`src/rtl/riscv_pkg.sv`:
```
// Shared RISC-V core constants and types used by the register file slice.
package riscv_pkg;

    localparam int unsigned XLEN     = 32;
    localparam int unsigned REG_AW   = 5;
    localparam int unsigned ZERO_REG = 0;

    typedef logic [REG_AW-1:0] reg_addr_t;
    typedef logic [XLEN-1:0]   xlen_t;

endpackage

```
`src/rtl/regfile_scoreboard.sv`:
```
// Busy scoreboard: issue reserves rd, writeback clears it, flush clears everything.
module regfile_scoreboard import riscv_pkg::*; #(
    parameter int unsigned NREGS = 32,
    parameter int unsigned AW    = $clog2(NREGS)
) (
    input  logic             i_clk,
    input  logic             i_rst_n,
    input  logic             i_rsv_en,
    input  logic [AW-1:0]    i_rsv_addr,
    input  logic             i_wr_en,
    input  logic [AW-1:0]    i_wr_addr,
    input  logic             i_flush,
    output logic [NREGS-1:0] o_busy_vec
);

    // x0 has no flop; its busy bit is tied low at the output.
    logic [NREGS-1:1] r_busy;

    always_ff @(posedge i_clk) begin
        if (!i_rst_n) begin
            r_busy <= '0;
        end else if (i_flush) begin
            r_busy <= '0;
        end else begin
            for (int unsigned r = 1; r < NREGS; r++) begin
                if (i_rsv_en && (i_rsv_addr == AW'(r)))
                    r_busy[r] <= 1'b1;
                else if (i_wr_en && (i_wr_addr == AW'(r)))
                    r_busy[r] <= 1'b0;
            end
        end
    end

    assign o_busy_vec = {r_busy, 1'b0};

endmodule

```
`src/rtl/register_file_mp.sv`:
```
// Multi-read-port integer register file with integrated busy scoreboard.
// Optional REGFILE_BYPASS_EN forwards same-cycle write data to reads.
module register_file_mp import riscv_pkg::*; #(
    parameter int unsigned XLEN  = riscv_pkg::XLEN,
    parameter int unsigned NREGS = 32,
    parameter int unsigned NREAD = 2,
    localparam int unsigned AW   = $clog2(NREGS)
) (
    input  logic                  i_clk,
    input  logic                  i_rst_n,
    input  logic [NREAD-1:0]      i_rd_en,
    input  logic [NREAD*AW-1:0]   i_rd_addr,
    output logic [NREAD*XLEN-1:0] o_rd_data,
    output logic [NREAD-1:0]      o_rd_busy,
    input  logic                  i_wr_en,
    input  logic [AW-1:0]         i_wr_addr,
    input  logic [XLEN-1:0]       i_wr_data,
    input  logic                  i_rsv_en,
    input  logic [AW-1:0]         i_rsv_addr,
    input  logic                  i_flush,
    output logic [NREGS-1:0]      o_busy_vec
);

    logic [XLEN-1:0]       r_regs [NREGS];
    logic [NREAD*XLEN-1:0] r_rd_data;
    logic [NREAD-1:0]      r_rd_busy;
    logic [NREAD*XLEN-1:0] w_rd_data_nxt;
    logic [NREAD-1:0]      w_rd_busy_nxt;
    logic [NREGS-1:0]      w_busy_vec;

    regfile_scoreboard #(
        .NREGS (NREGS),
        .AW    (AW)
    ) u_scoreboard (
        .i_clk      (i_clk),
        .i_rst_n    (i_rst_n),
        .i_rsv_en   (i_rsv_en),
        .i_rsv_addr (i_rsv_addr),
        .i_wr_en    (i_wr_en),
        .i_wr_addr  (i_wr_addr),
        .i_flush    (i_flush),
        .o_busy_vec (w_busy_vec)
    );

    always_ff @(posedge i_clk) begin
        if (!i_rst_n) begin
            for (int unsigned r = 0; r < NREGS; r++)
                r_regs[r] <= '0;
        end else if (i_wr_en && (i_wr_addr != AW'(ZERO_REG))) begin
            r_regs[i_wr_addr] <= i_wr_data;
        end
    end

    for (genvar p = 0; p < NREAD; p++) begin : g_read
        logic [AW-1:0] w_addr;
        assign w_addr = i_rd_addr[p*AW +: AW];

        always_comb begin
            w_rd_data_nxt[p*XLEN +: XLEN] = r_regs[w_addr];
            w_rd_busy_nxt[p]              = w_busy_vec[w_addr];
`ifdef REGFILE_BYPASS_EN
            // Forwarded write retires the producer unless it is re-reserved this cycle.
            if (i_wr_en && (i_wr_addr == w_addr)) begin
                w_rd_data_nxt[p*XLEN +: XLEN] = i_wr_data;
                w_rd_busy_nxt[p]              = i_rsv_en && (i_rsv_addr == w_addr);
            end
`endif
            if (w_addr == AW'(ZERO_REG)) begin
                w_rd_data_nxt[p*XLEN +: XLEN] = '0;
                w_rd_busy_nxt[p]              = 1'b0;
            end
        end
    end

    always_ff @(posedge i_clk) begin
        if (!i_rst_n) begin
            r_rd_data <= '0;
            r_rd_busy <= '0;
        end else begin
            for (int unsigned p = 0; p < NREAD; p++) begin
                if (i_rd_en[p]) begin
                    r_rd_data[p*XLEN +: XLEN] <= w_rd_data_nxt[p*XLEN +: XLEN];
                    r_rd_busy[p]              <= w_rd_busy_nxt[p];
                end
            end
        end
    end

    assign o_rd_data  = r_rd_data;
    assign o_rd_busy  = r_rd_busy;
    assign o_busy_vec = w_busy_vec;

endmodule
```
`config.mk`:
```
export PLATFORM = sky130hd
export DESIGN_NAME = register_file_mp
export DESIGN_NICKNAME = d
export VERILOG_FILES = /design/src/rtl/riscv_pkg.sv /design/src/rtl/regfile_scoreboard.sv /design/src/rtl/register_file_mp.sv
export SDC_FILE = /design/constraint.sdc
export NUM_CORES = 2
export LEC_CHECK = 0
export ABC_AREA = 1
export CAP_MARGIN = 0
export CORE_MARGIN = 4
export CORE_UTILIZATION = 60
export DETAILED_ROUTE_END_ITERATION = 7
export PLACE_DENSITY = 0.78
export SLEW_MARGIN = 20
export SYNTH_ARGS = -nofsm -noshare
export SYNTH_HDL_FRONTEND = slang
export SYNTH_SLANG_ARGS = --single-unit
export TNS_END_PERCENT = 50
```
`constraint.sdc`:
```
create_clock -name i_clk -period 4.2 [get_ports i_clk]
set_clock_uncertainty 0.1 [all_clocks]
set_input_delay 0.84 -clock i_clk [delete_from_list [all_inputs] [get_ports i_clk]]
set_output_delay 0.84 -clock i_clk [all_outputs]
set_load 0.01 [all_outputs]
```
* Word-level counts from Yosys, hierarchy flattened
Memory sizes are Yosys's and may differ from the RTL's.
Index checks and enable logic that the tools add are counted.
** Storage, ports and cells
- Register bits :: 97
- Memory bits (writable) :: 1024
- Input port bits :: 59
- Memories :: 1
** Cells by class
- Order comparisons :: 2
- Equal/unequal tests :: 62
- Multiplexer cells :: 77
- Bitwise gates (word level) :: 1
- Reductions and logical operators :: 99
** Memories
- r_regs :: depth 32, bits a word 32, rd ports 2, clocked after memory_dff 0, wr ports 32, line register_file_mp.sv:24 : logic [XLEN-1:0] r_regs [NREGS];
** Operators with widths (number)
- 5-bit == test (second input constant) :: 32
- 32-bit 2-to-1 mux :: 3
- 5-bit by 4-bit == test with 1-bit output (second input constant) :: 16
- 1-bit 2-to-1 mux :: 71
- 1-bit logical AND :: 63
- 2-bit nonzero test :: 31
- 5-bit by 3-bit == test with 1-bit output (second input constant) :: 8
- 32-bit OR reduction :: 1
- 5-bit by 2-bit == test with 1-bit output (second input constant) :: 4
- 5-bit by 6-bit less-than comparator with 1-bit output (second input constant) :: 2
- 1-bit binary-select mux with 5-bit select :: 2
- 5-bit by 1-bit == test with 1-bit output (second input constant) :: 2
- 5-bit logical NOT :: 2
- 5-bit 2-to-1 mux :: 1
- 5-bit nonzero test :: 1
- 2-bit OR reduction :: 1
- 1-bit NOT :: 1

* Logic depth before layout (Yosys ltp)
- Depth in word-level cells :: 7
- Mapped depth :: 14
- Depth with buffers taken out :: 11

* Hierarchy
From an unflattened synthesis, not the netlist that was laid out.
** Unflattened totals
- Cells, all modules :: 7875
- Area total of the unflattened synthesis :: 60703.2 um^2
** Modules (own cells, without submodules)
- register_file_mp :: times used 1, cells each 7658, area an instance 59194.3 um^2, sequential area each 32070.8 um^2
- regfile_scoreboard :: times used 1, cells each 217, area an instance 1508.9 um^2, sequential area each 620.6 um^2

* Least setup slack after synthesis
OpenSTA, ideal clock, no wires.
- Path type :: input to register
- Start point :: in i_wr_en
- End point :: mem r_regs[31][0] (enable)
- Library setup time :: 0.389 ns
- Data arrival time :: 2.502 ns
- Data required time :: 3.711 ns
- Setup slack :: 1.209 ns
- Stages on the path :: 7
- Path buffers :: 3
- Path through :: clkbuf_1 > nand2_1 > inv_1 > buf_2 > buf_1 > nand2_1 > nand2_1
** RTL lines
- start: declaration :: line register_file_mp.sv:15 : input logic i_wr_en,
- end: declaration :: line register_file_mp.sv:24

==> metrics.txt <==
# TYPE chip_impl_metric gauge
chip_impl_metric{name="irDropWorstVdd",unit="V"} 0.0003635
chip_impl_metric{name="power-per-cell-area",unit="nW/um^2"} 405.6
chip_impl_metric{name="dieArea",unit="sq um"} 106300
chip_impl_metric{name="antenna_left",unit=""} 0
chip_impl_metric{name="drt_iter0_drc",unit=""} 11730
chip_impl_metric{name="m1WireLength",unit="um"} 73140
chip_impl_metric{name="diodes",unit=""} 0
chip_impl_metric{name="post_synth.cell_area_avg",unit="sq um"} 7.737
chip_impl_metric{name="synthesis.area",unit="sq um"} 60700
chip_impl_metric{name="worst_slack",unit="ns"} 1.184
chip_impl_info{name="crit_path_start_kind",value="input port"} 1
chip_impl_metric{name="fmax",unit="MHz"} 331.5
chip_impl_metric{name="placed_area",unit="sq um"} 63480
chip_impl_metric{name="layout_worst_path_cycle_share",unit=""} 0.7182
chip_impl_metric{name="fin_nets",unit=""} 7777
chip_impl_info{name="final_cell_mix",value="sky130_fd_sc_hd__nand2_1, sky130_fd_sc_hd__nor2_1, sky130_fd_sc_hd__edfxtp_1"} 1
chip_impl_metric{name="post_layout_instance_count_excluding_filler_cells",unit=""} 9176
chip_impl_metric{name="initial_drt_pass_iterations",unit=""} 8
chip_impl_metric{name="timing_max_transition_violations_final",unit=""} 0
chip_impl_metric{name="track_usage",unit=""} 0.4148
chip_impl_metric{name="grt_first_pass_wirelength",unit="um"} 333000
chip_impl_metric{name="sequentialPowerShare",unit=""} 0.481
chip_impl_metric{name="cts_hold_buf",unit=""} 0
chip_impl_metric{name="h-tree-depth",unit=""} 3
chip_impl_metric{name="power.share.switching",unit=""} 0.2765
chip_impl_info{name="crit_chain",value="clkdlybuf4s50_1, nand2_1, nor2_1, nand3_2, buf_12, nor2_1"} 1
chip_impl_metric{name="postCtsSetupRepairBufs",unit=""} 0
chip_impl_metric{name="drc",unit=""} 17
chip_impl_metric{name="port_bufs",unit=""} 155
chip_impl_metric{name="finalHoldViolCount",unit=""} 0
chip_impl_info{name="mostFrequentLayoutCell",value="sky130_fd_sc_hd__nand2_1"} 1
chip_impl_metric{name="clkSlewWorstSetupHoldPaths",unit="ns"} 0.06
chip_impl_info{name="critical_path.most_common_cell",value="sky130_fd_sc_hd__nor2_1"} 1
chip_impl_metric{name="synth_seq_cells",unit=""} 1121
chip_impl_metric{name="die_width",unit="um"} 326.1
chip_impl_metric{name="wl_per_cell",unit="um"} 24.78
chip_impl_metric{name="rows",unit=""} 116
chip_impl_info{name="rsz0062_at_grt",value="no"} 1
chip_impl_metric{name="total_leakage_power",unit="nW"} 27.77
chip_impl_info{name="topRoutingLayerUsed",value="met5"} 1
chip_impl_metric{name="power.internal",unit="mW"} 19.76
chip_impl_metric{name="detail_route.wirelength",unit="um"} 227400
chip_impl_metric{name="antenna_found_initial",unit=""} 2
chip_impl_info{name="cts_tree",value="done"} 1
chip_impl_metric{name="remaining_max_slew_budget_at_the_tightest_pin",unit=""} 0.2152
chip_impl_metric{name="timing.critical_path.slowest_cell_delay",unit="ns"} 0.75
chip_impl_metric{name="critPathBufInv",unit=""} 2
chip_impl_info{name="critPathKind",value="input port to flip-flop"} 1
chip_impl_metric{name="detail_route.vias_per_cell",unit=""} 6.411
chip_impl_metric{name="fin_total_pwr",unit="mW"} 27.31
chip_impl_metric{name="cts_resized",unit=""} 0
chip_impl_metric{name="grt_max_degree",unit=""} 183
chip_impl_metric{name="p_switching",unit="mW"} 7.551
chip_impl_info{name="critPathSlowestCell",value="sky130_fd_sc_hd__nand3_2"} 1
chip_impl_metric{name="synth.yosys.warnings",unit=""} 0
chip_impl_metric{name="worst_pin_slew",unit="ns"} 1.176
chip_impl_metric{name="globalRouteOverflowTotal",unit=""} 0
chip_impl_metric{name="placer_congestion_estimate",unit=""} 0.9893
chip_impl_metric{name="p_clk_frac",unit=""} 0.387
chip_impl_metric{name="worst_ep_required_time",unit="ns"} 4.65
chip_impl_metric{name="cp.arrival",unit="ns"} 3.47
chip_impl_metric{name="finalWorstPathRequiredPeriod",unit="ns"} 3.016
chip_impl_metric{name="max-clock-path-buffers",unit=""} 3
chip_impl_metric{name="coreArea",unit="sq um"} 100300
chip_impl_metric{name="top_level_ports",unit=""} 157
chip_impl_info{name="cpLargestDelayFamily",value="simple AND/OR/NAND/NOR gates"} 1
chip_impl_metric{name="stdcell_area",unit="sq um"} 67330
chip_impl_metric{name="drv_cap",unit=""} 0
chip_impl_info{name="hold_path.class",value="flip-flop to flip-flop"} 1
chip_impl_metric{name="report.final.setup_viol",unit=""} 0
chip_impl_info{name="critPathCaptureType",value="flip-flop"} 1
chip_impl_metric{name="crit_fanout",unit=""} 17
chip_impl_metric{name="clkLatencyLatePin",unit="ns"} 0.73
chip_impl_metric{name="post_route_cells_drive_above_1_share",unit=""} 0.06510
chip_impl_metric{name="hpwlAfterDp",unit="um"} 136800
chip_impl_info{name="run_status",value="finished, violations left"} 1
chip_impl_metric{name="detailedPlace.worstSlack",unit="ns"} 0.6633
chip_impl_metric{name="initial_util",unit=""} 0.6053
chip_impl_metric{name="post-place-cells",unit=""} 8957
chip_impl_metric{name="met2RoutedLength",unit="um"} 97040
chip_impl_metric{name="synth_cell_type_count",unit=""} 28
chip_impl_metric{name="combinationalPowerShare",unit=""} 0.132
chip_impl_metric{name="vias_in_the_first_global_route",unit=""} 55720
chip_impl_metric{name="timing.setup.tns",unit="ns"} 0
chip_impl_metric{name="cts_num_sinks",unit=""} 1121
chip_impl_metric{name="cts_buffers",unit=""} 116
chip_impl_metric{name="area_growth_from_synthesis_to_final_layout",unit="%"} 10.92
chip_impl_metric{name="chipHeight",unit="um"} 326.1
chip_impl_info{name="cts-root-buf",value="sky130_fd_sc_hd__clkbuf_16"} 1
chip_impl_metric{name="routed-via-count",unit=""} 58830
chip_impl_info{name="violations_in_the_final_reports",value="design-rule violations"} 1
chip_impl_metric{name="synth_seq_area_share",unit=""} 0.5385
chip_impl_metric{name="met3_wirelength",unit="um"} 39470
chip_impl_metric{name="synth_cells",unit=""} 7846
[worst paths after layout]
kind	from	to	slack [ns]	cells past startpoint
max	i_wr_addr[1]	r_regs[30][17]$_SDFFCE_PN0P_	1.18	6
min	o_rd_data[37]$_SDFFE_PN0P_	o_rd_data[37]$_SDFFE_PN0P_	0.36	2
max reg2reg	r_regs[5][16]$_SDFFCE_PN0P_	o_rd_data[16]$_SDFFE_PN0P_	2.26	8
min reg2reg	o_rd_data[37]$_SDFFE_PN0P_	o_rd_data[37]$_SDFFE_PN0P_	0.36	2
[per-stage QoR]
| step | hold slack, ns | utilization |
|---|---|---|
| finish | 0.3617 | 0.6714 |
| global route | 0.3784 | 0.6714 |
| CTS | 0.3637 | 0.6714 |
| detailed placement | 0.3544 | 0.6330 |
| global placement | 0.3518 | 0.6330 |
| floorplan | 0.3882 | - |
[power by group through the flow]
stage | clock (mW) | sequential (mW) | combinational, mW
after CTS | 10.5 | 13.1 | 3.45
after global routing | 11.0 | 13.2 | 3.81
after global placement | 0 | 13.3 | 3.35
after floorplan | 0 | 13.3 | 2.12
after detailed placement | 0 | 13.3 | 3.43
final | 10.6 | 13.1 | 3.61
[per-layer routing]
| metal | global-route usage | up-vias |
|---|---|---|
| li1 | - | 25320 |
| met1 | 0.5225 | 26610 |
| met2 | 0.6185 | 5622 |
| met3 | 0.1286 | 1272 |
| met4 | 0.2754 | 4 |
| met5 | 0.003170 | - |
[flip-flops by register name (all words and copies together), names as in the netlist]
| signal | flops |
|---|---|
| o_rd_busy | 2 |
| r_regs | 1024 |
| u_scoreboard.r_busy | 31 |
| o_rd_data | 64 |
[area by class of cell]
class	count	area, sq um
flip-flops and latches	1121	32690
clock buffers	139	3083
inverters	106	441.7
clock inverters	80	767.0
repair buffers	377	3814
multi-input cells	5996	24840
fillers	7933	32960
well taps	1357	1698
[cells in the mapped netlist]
library cell / n / area, sq um
sky130_fd_sc_hd__nand2_1: 2837 / 10650
sky130_fd_sc_hd__nor2_1: 1523 / 5717
sky130_fd_sc_hd__edfxtp_1: 1024 / 30750
sky130_fd_sc_hd__nand3_1: 1008 / 5045
sky130_fd_sc_hd__a21oi_1: 326 / 1632
sky130_fd_sc_hd__buf_2: 281 / 1406
sky130_fd_sc_hd__clkbuf_1: 274 / 1028
sky130_fd_sc_hd__o21ai_0: 214 / 1071
sky130_fd_sc_hd__dfxtp_1: 97 / 1942
sky130_fd_sc_hd__inv_1: 95 / 356.6
sky130_fd_sc_hd__buf_1: 44 / 165.2
sky130_fd_sc_hd__buf_4: 37 / 277.8
sky130_fd_sc_hd__nand3b_1: 28 / 210.2
sky130_fd_sc_hd__buf_6: 19 / 214.0
sky130_fd_sc_hd__inv_2: 9 / 33.78
sky130_fd_sc_hd__nand2_2: 6 / 37.54
sky130_fd_sc_hd__nand4_1: 4 / 25.02
sky130_fd_sc_hd__o211ai_1: 4 / 30.03
sky130_fd_sc_hd__and3_1: 3 / 18.77
sky130_fd_sc_hd__or2_2: 3 / 18.77
sky130_fd_sc_hd__nor2_2: 2 / 12.51
sky130_fd_sc_hd__nor2_4: 2 / 22.52
sky130_fd_sc_hd__clkinv_1: 1 / 3.750
sky130_fd_sc_hd__conb_1: 1 / 3.750
sky130_fd_sc_hd__inv_4: 1 / 6.260
sky130_fd_sc_hd__nand3_2: 1 / 10.01
sky130_fd_sc_hd__nor3_2: 1 / 10.01
sky130_fd_sc_hd__o41ai_1: 1 / 8.760
[worst register-to-register path, cell delays in order (launching register included)]
cell and delay, ns:
sky130_fd_sc_hd__edfxtp_1 0.40, sky130_fd_sc_hd__nand2_1 0.10, sky130_fd_sc_hd__nand3_1 0.10, sky130_fd_sc_hd__nand3_1 0.15, sky130_fd_sc_hd__nand2_1 0.06, sky130_fd_sc_hd__nor2_1 0.40
sky130_fd_sc_hd__nand2_1 0.22, sky130_fd_sc_hd__nand3_1 0.18, sky130_fd_sc_hd__a21oi_1 0.08
[logic make-up after synthesis]
logic type | share of synthesized area
AND/OR/NAND/NOR | 0.3587
buffers and inverters | 0.05753
flip-flops | 0.5385
AO/OA/AOI/OAI | 0.04516
other | 0.00006177
(Power assumes the default switching activity.)
